File: config.mk
export PLATFORM = sky130hd
export DESIGN_NAME = fft4_stream
export DESIGN_NICKNAME = d
export VERILOG_FILES = /design/src/rtl/fft4_stream.sv
export SDC_FILE = /design/constraint.sdc
export NUM_CORES = 1
export LEC_CHECK = 0
export BUFFER_PORTS_ARGS = -buffer_cell sky130_fd_sc_hd__buf_4
export CAP_MARGIN = 10
export CELL_PAD_IN_SITES_DETAIL_PLACEMENT = 1
export CELL_PAD_IN_SITES_GLOBAL_PLACEMENT = 2
export CORE_ASPECT_RATIO = 1.2
export CORE_MARGIN = 2
export CORE_UTILIZATION = 40
export CTS_CLUSTER_SIZE = 10
export DETAILED_ROUTE_END_ITERATION = 12
export GPL_ROUTABILITY_DRIVEN = 0
export GPL_TIMING_DRIVEN = 0
export PLACE_DENSITY_LB_ADDON = 0.1
export SETUP_SLACK_MARGIN = 0.4
export SLEW_MARGIN = 30
export SYNTH_ARGS = -nofsm -noshare
export SYNTH_HDL_FRONTEND = slang
export SYNTH_SLANG_ARGS = --single-unit
export TNS_END_PERCENT = 100
File: constraint.sdc
create_clock -name clk_i -period 4.5 [get_ports clk_i]
set_clock_uncertainty 0.2 [all_clocks]
set_input_delay 0.675 -clock clk_i [delete_from_list [all_inputs] [get_ports clk_i]]
set_output_delay 0.675 -clock clk_i [all_outputs]
set_load 0.005 [all_outputs]
File: src/rtl/fft4_stream.sv
// fft4_stream: streaming 4-point radix-4 FFT/IFFT.
//
// Complex samples come in one at a time on a valid/ready input. Four bins per frame go out in
// natural order on a valid/ready output. The design is double-buffered, so frame N+1 is collected
// while frame N drains.
//
// Parameters
//   DATA_WIDTH  input width per real/imag part, signed
//   SCALE       0: full-precision bins; 1: each bin part arithmetic-shifted right by 2 (floor /4)
//
// Ports
//   clk_i        rising-edge clock
//   rst_i        synchronous reset, active-high
//   s_valid_i    input sample valid
//   s_ready_o    input can accept a sample
//   s_real_i     input sample real part, signed
//   s_imag_i     input sample imag part, signed
//   s_inv_i      1 = inverse transform; sampled only with the first sample of a frame
//   m_valid_o    output bin valid
//   m_ready_i    downstream accepts the bin
//   m_real_o     output bin real part, signed, DATA_WIDTH+2 bits
//   m_imag_o     output bin imag part, signed, DATA_WIDTH+2 bits
//   m_last_o     high with bin 3, the last bin of a frame
module fft4_stream #(
    parameter int unsigned DATA_WIDTH = 8,
    parameter int unsigned SCALE      = 0
) (
    input  logic                  clk_i,
    input  logic                  rst_i,
    input  logic                  s_valid_i,
    output logic                  s_ready_o,
    input  logic [DATA_WIDTH-1:0] s_real_i,
    input  logic [DATA_WIDTH-1:0] s_imag_i,
    input  logic                  s_inv_i,
    output logic                  m_valid_o,
    input  logic                  m_ready_i,
    output logic [DATA_WIDTH+1:0] m_real_o,
    output logic [DATA_WIDTH+1:0] m_imag_o,
    output logic                  m_last_o
);

    localparam int unsigned OW = DATA_WIDTH + 2;

    // Input side state
    logic [1:0]            in_cnt_q, in_cnt_d;
    logic                  full_in_q, full_in_d;
    logic                  frame_inv_q, frame_inv_d;
    logic [DATA_WIDTH-1:0] buf_re_q [4];
    logic [DATA_WIDTH-1:0] buf_re_d [4];
    logic [DATA_WIDTH-1:0] buf_im_q [4];
    logic [DATA_WIDTH-1:0] buf_im_d [4];

    // Output side state
    logic                  out_busy_q, out_busy_d;
    logic [1:0]            out_cnt_q, out_cnt_d;
    logic [OW-1:0]         bin_re_q [4];
    logic [OW-1:0]         bin_re_d [4];
    logic [OW-1:0]         bin_im_q [4];
    logic [OW-1:0]         bin_im_d [4];

    // Butterfly intermediates
    logic signed [OW-1:0]  x_re [4];
    logic signed [OW-1:0]  x_im [4];
    logic signed [OW-1:0]  f_re [4];
    logic signed [OW-1:0]  f_im [4];
    logic signed [OW-1:0]  a_re, a_im, b_re, b_im, c_re, c_im, d_re, d_im;

    logic in_fire, out_fire, last_fire, xfer;

    assign s_ready_o = !full_in_q && !rst_i;
    assign in_fire   = s_valid_i && s_ready_o;
    assign out_fire  = out_busy_q && m_ready_i;
    assign last_fire = out_fire && (out_cnt_q == 2'd3);
    // A full input frame moves over when the output is idle or its last bin leaves this cycle.
    assign xfer      = full_in_q && (!out_busy_q || last_fire);

    assign m_valid_o = out_busy_q;
    assign m_real_o  = bin_re_q[out_cnt_q];
    assign m_imag_o  = bin_im_q[out_cnt_q];
    assign m_last_o  = out_busy_q && (out_cnt_q == 2'd3);

    // 4-point butterfly over the sign-extended input buffer
    always_comb begin
        for (int i = 0; i < 4; i++) begin
            x_re[i] = {{2{buf_re_q[i][DATA_WIDTH-1]}}, buf_re_q[i]};
            x_im[i] = {{2{buf_im_q[i][DATA_WIDTH-1]}}, buf_im_q[i]};
        end
        a_re = x_re[0] + x_re[2];
        a_im = x_im[0] + x_im[2];
        b_re = x_re[0] - x_re[2];
        b_im = x_im[0] - x_im[2];
        c_re = x_re[1] + x_re[3];
        c_im = x_im[1] + x_im[3];
        d_re = x_re[1] - x_re[3];
        d_im = x_im[1] - x_im[3];

        f_re[0] = a_re + c_re;
        f_im[0] = a_im + c_im;
        f_re[2] = a_re - c_re;
        f_im[2] = a_im - c_im;
        // j*d = (-d_im, d_re); forward uses b - j*d for bin 1, inverse swaps bins 1 and 3
        if (!frame_inv_q) begin
            f_re[1] = b_re + d_im;
            f_im[1] = b_im - d_re;
            f_re[3] = b_re - d_im;
            f_im[3] = b_im + d_re;
        end else begin
            f_re[1] = b_re - d_im;
            f_im[1] = b_im + d_re;
            f_re[3] = b_re + d_im;
            f_im[3] = b_im - d_re;
        end
    end

    // Next-state logic
    always_comb begin
        in_cnt_d    = in_cnt_q;
        full_in_d   = full_in_q;
        frame_inv_d = frame_inv_q;
        out_busy_d  = out_busy_q;
        out_cnt_d   = out_cnt_q;
        for (int i = 0; i < 4; i++) begin
            buf_re_d[i] = buf_re_q[i];
            buf_im_d[i] = buf_im_q[i];
            bin_re_d[i] = bin_re_q[i];
            bin_im_d[i] = bin_im_q[i];
        end

        if (in_fire) begin
            buf_re_d[in_cnt_q] = s_real_i;
            buf_im_d[in_cnt_q] = s_imag_i;
            if (in_cnt_q == 2'd0) begin
                frame_inv_d = s_inv_i;
            end
            if (in_cnt_q == 2'd3) begin
                full_in_d = 1'b1;
            end
            in_cnt_d = in_cnt_q + 2'd1;
        end

        if (out_fire) begin
            out_cnt_d = out_cnt_q + 2'd1;
            if (out_cnt_q == 2'd3) begin
                out_busy_d = 1'b0;
            end
        end

        // Transfer overrides the drain bookkeeping when both happen on the same edge.
        if (xfer) begin
            for (int k = 0; k < 4; k++) begin
                bin_re_d[k] = (SCALE != 0) ? (f_re[k] >>> 2) : f_re[k];
                bin_im_d[k] = (SCALE != 0) ? (f_im[k] >>> 2) : f_im[k];
            end
            out_busy_d = 1'b1;
            out_cnt_d  = 2'd0;
            full_in_d  = 1'b0;
        end
    end

    always_ff @(posedge clk_i) begin
        if (rst_i) begin
            in_cnt_q    <= 2'd0;
            full_in_q   <= 1'b0;
            frame_inv_q <= 1'b0;
            out_busy_q  <= 1'b0;
            out_cnt_q   <= 2'd0;
            for (int i = 0; i < 4; i++) begin
                buf_re_q[i] <= '0;
                buf_im_q[i] <= '0;
                bin_re_q[i] <= '0;
                bin_im_q[i] <= '0;
            end
        end else begin
            in_cnt_q    <= in_cnt_d;
            full_in_q   <= full_in_d;
            frame_inv_q <= frame_inv_d;
            out_busy_q  <= out_busy_d;
            out_cnt_q   <= out_cnt_d;
            for (int i = 0; i < 4; i++) begin
                buf_re_q[i] <= buf_re_d[i];
                buf_im_q[i] <= buf_im_d[i];
                bin_re_q[i] <= bin_re_d[i];
                bin_im_q[i] <= bin_im_d[i];
            end
        end
    end

endmodule
==> impl_metrics.csv <==
group,metric,value,unit
finish,layout_overhead_on_the_synthesized_area,13.0,%
finish,most_common_library_cell_in_the_layout_ignoring_fill_and_taps,"sky130_fd_sc_hd__nand2_1",
power,irDropWorstVdd,0.241,mV
worst_setup_path,crit_path_top_delay_cell,"sky130_fd_sc_hd__or3b_2",
cts,cts.repair_timing.setup_buffer_count,0,
worst_setup_path,reg2regPathDepth,15,
cts,cts_hold_repair.buffers,0,
yosys,synth_area_leaders,"sky130_fd_sc_hd__edfxtp_1 20%, sky130_fd_sc_hd__ha_1 15%, sky130_fd_sc_hd__dfxtp_1 13%",
worst_setup_path,worst-endpoint-arrival,3920,ps
finish,most-common-layout-cells,"162 x sky130_fd_sc_hd__nand2_1, 140 x sky130_fd_sc_hd__ha_1, 129 x sky130_fd_sc_hd__a21oi_1",
placement,hpwl,26.7,mm
worst_hold_path,worstHoldEndpoint,"buf_re_q[0][0]",
worst_hold_path,timing.hold.worst_path_depth,2,
placement,numPortBuffers,42,
worst_hold_path,min_from,"buf_re_q[0][0]",
worst_setup_path,reg2reg_to,"bin_im_q[1][8]",
yosys,dominantRegCellSynth,"sky130_fd_sc_hd__edfxtp_1",
cts,postCtsResizedCells,1,
cts,worstSkewPairLatency,440,ps
grt,grt_antenna_before_repair,0,
worst_setup_path,crit_path_start,"buf_re_q[3][0]",
cts,cts_buffers,17,
sta,tightest_slew,815,ps
sta,grt_setup_unrepaired,"yes",
finish,n_antenna_cell,0,
detailed_routing,ant_nets,0,
detailed_routing,route.vias.total,8982,
yosys,synth_enable_flop_cells,76,
grt,grt.total_usage,22.3,%
grt,grt_start_max_net_pins,44,
die,design.portCount,44,
worst_setup_path,rr_startpoint,"buf_re_q[3][0]",
outcome,outcome,"completed",
sta,finalSetupTns,0,ps
worst_setup_path,worstPathMaxFanout,3,
die,floorplan.die_area,30100,um^2
yosys,syn_area,11500,um^2
yosys,postSynthCellCount,1297,
finish,drive_gt1_share,10.3,%
cts,worst_setup_hold_path_clk_slew,60,ps
yosys,synth-warning-count,0,
yosys,postSynthAreaPerCell,8.87,um^2
yosys,asyncSetResetFlopFracSynth,0,%
placement,placement_cell_area,12300,um^2
yosys,netlist.area_leader.share,19.8,%
worst_setup_path,worst_setup_path_start_kind,"flop",
finish,n_fill_cell,3350,
worst_setup_path,timing.critical_path.to_type,"flop",
detailed_routing,detail_route.vias_per_cell,5.11,
worst_setup_path,max_stage_delay,460,ps
sta,finalMaxSlewViolations,0,
sta,final.period_utilization,88.3,%
die,core_region_area,28500,um^2
detailed_routing,remaining_drc_errors,0,
cts,cts-root-buf,"sky130_fd_sc_hd__clkbuf_16",
die,die_height,190,um
grt,first_global_vias,9256,
detailed_routing,detailedRoute.firstPassIterationCount,6,
sta,final.hold.worst_slack,278,ps
finish,final_core_util,45.6,%
cts,clock_tree.htree_level_count,4,
yosys,ys_seq_area_share,32.6,%
grt,grt.overflow.total,0,
power,power.density,326,nW/um^2
die,num_rows,68,
finish,stdcell_area,13000,um^2
detailed_routing,wl_per_cell,18.6,um
worst_setup_path,reg2reg_setup_slack,530,ps
yosys,syn-num-nets,1475,
cts,cts_sinks,149,
sta,slew_headroom,45.7,%
yosys,yosys_register_bits,149,
grt,grt_first_pass_wirelength,51.9,mm
sta,max_clock_freq,252,MHz
sta,post-route-min-period,3970,ps
die,initial_core_util,40.3,%
worst_setup_path,critPathRequiredTime,4450,ps
cts,tritoncts_clock_tree,"yes",
worst_setup_path,criticalPathCategory,"flop to flop",
sta,report.final.hold_viol_count,0,
worst_hold_path,worstHoldPathType,"flop to flop",
detailed_routing,detail_route.wirelength,32.7,mm
sta,setup_viol,0,
cts,cts_buffer_depth,2,
yosys,synth_top_cell_by_area,"sky130_fd_sc_hd__edfxtp_1",
power,leakage,5.14,nW
flow_run,drv.max_cap_violation_count,0,
die,die-width,159,um
finish,fin_nets,1537,
yosys,yosysUniqueCellTypes,61,
detailed_routing,drtIter0Drc,341,
power,report.power.total,4.23,mW
worst_setup_path,cell_by_cell_trace_of_the_critical_path,"ha_1, inv_1, fa_1, a21o_1, a21oi_2, nor2b_1, o21a_1, nor2_2, xor2_1, ha_2, or3_1, o221a_2, or3b_2, nand3_1, a21oi_1",
[state kept, by name, indices dropped and copies added, names as in the netlist, named ones only]
register,cells
full_in_q,1
frame_inv_q,1
out_cnt_q,2
in_cnt_q,2
bin_re_q,38
bin_im_q,38
buf_im_q,32
m_valid_o,1
buf_re_q,32
[synthesized netlist by cell type (34+ instances only)]
| cell | instances |
|---|---|
| sky130_fd_sc_hd__ha_1 | 141 |
| sky130_fd_sc_hd__nor2_1 | 120 |
| sky130_fd_sc_hd__dfxtp_1 | 73 |
| sky130_fd_sc_hd__clkbuf_1 | 36 |
| sky130_fd_sc_hd__o21ai_0 | 42 |
| sky130_fd_sc_hd__xor2_1 | 34 |
| sky130_fd_sc_hd__nand2_1 | 162 |
| sky130_fd_sc_hd__a21oi_1 | 135 |
| sky130_fd_sc_hd__xnor2_1 | 67 |
| sky130_fd_sc_hd__inv_1 | 107 |
| sky130_fd_sc_hd__edfxtp_1 | 76 |
[through the flow]
step	setup WS [ps]	cells
after global routing	391	1757
final	526	1757
after global placement	390	1724
after detailed placement	413	1725
after floorplan	861	1297
after CTS	409	1757
[cell type report]
type	count	area [um^2]	share of cell area, %
Inverter	107	402	3.09
Multi-Input combinational cell	983	7170	55.2
Buffer	58	245	1.89
Timing Repair Buffer	43	335	2.58
Clock buffer	19	433	3.33
Tap cell	385	482	3.71
Sequential cell	149	3740	28.8
Clock inverter	13	181	1.40
[cell families after synthesis]
group | share of synthesized area, %
fa+ha+maj | 18.1
buf+inv | 5.63
xor+xnor | 7.69
compound gates | 15.4
simple gates | 15.4
mux | 5.22
flops | 32.6
[routing by layer]
layer / vias up / part of all wire [%] / GRT usage, %
li1: 4561 / - / -
met1: 4309 / 48 / 29.6
met2: 94 / 48 / 38.8
met3: 18 / 2.4 / 2.55
met4: 0 / 1.3 / 5.29
met5: - / 0 / 0
[report_power, final]
group | internal (mW) | total (mW) | switching [mW]
Combinational | 0.485 | 1.19 | 0.710
Clock | 0.927 | 1.55 | 0.621
Sequential | 1.47 | 1.49 | 0.0247
[worst max-delay path, delay by kind of cell (launching register included)]
kind	cells	cell delay (ps)
AOI/OAI and AO/OA	5	910
xor gates and xnor gates	1	120
adders and majority gates	3	840
buffers and inverters	1	60
DFF	1	370
and+or+nand+nor	5	1190
[worst max-delay path by stage]
stage,endpoint,depth (start not counted)
floorplan,bin_im_q[1][8],15
global placement,bin_re_q[1][9],15
detailed placement,bin_re_q[1][9],15
CTS,bin_im_q[1][7],14
global route,bin_im_q[3][8],15
finish,bin_im_q[1][8],15
Note: power is estimated with default switching activity, not from simulation.
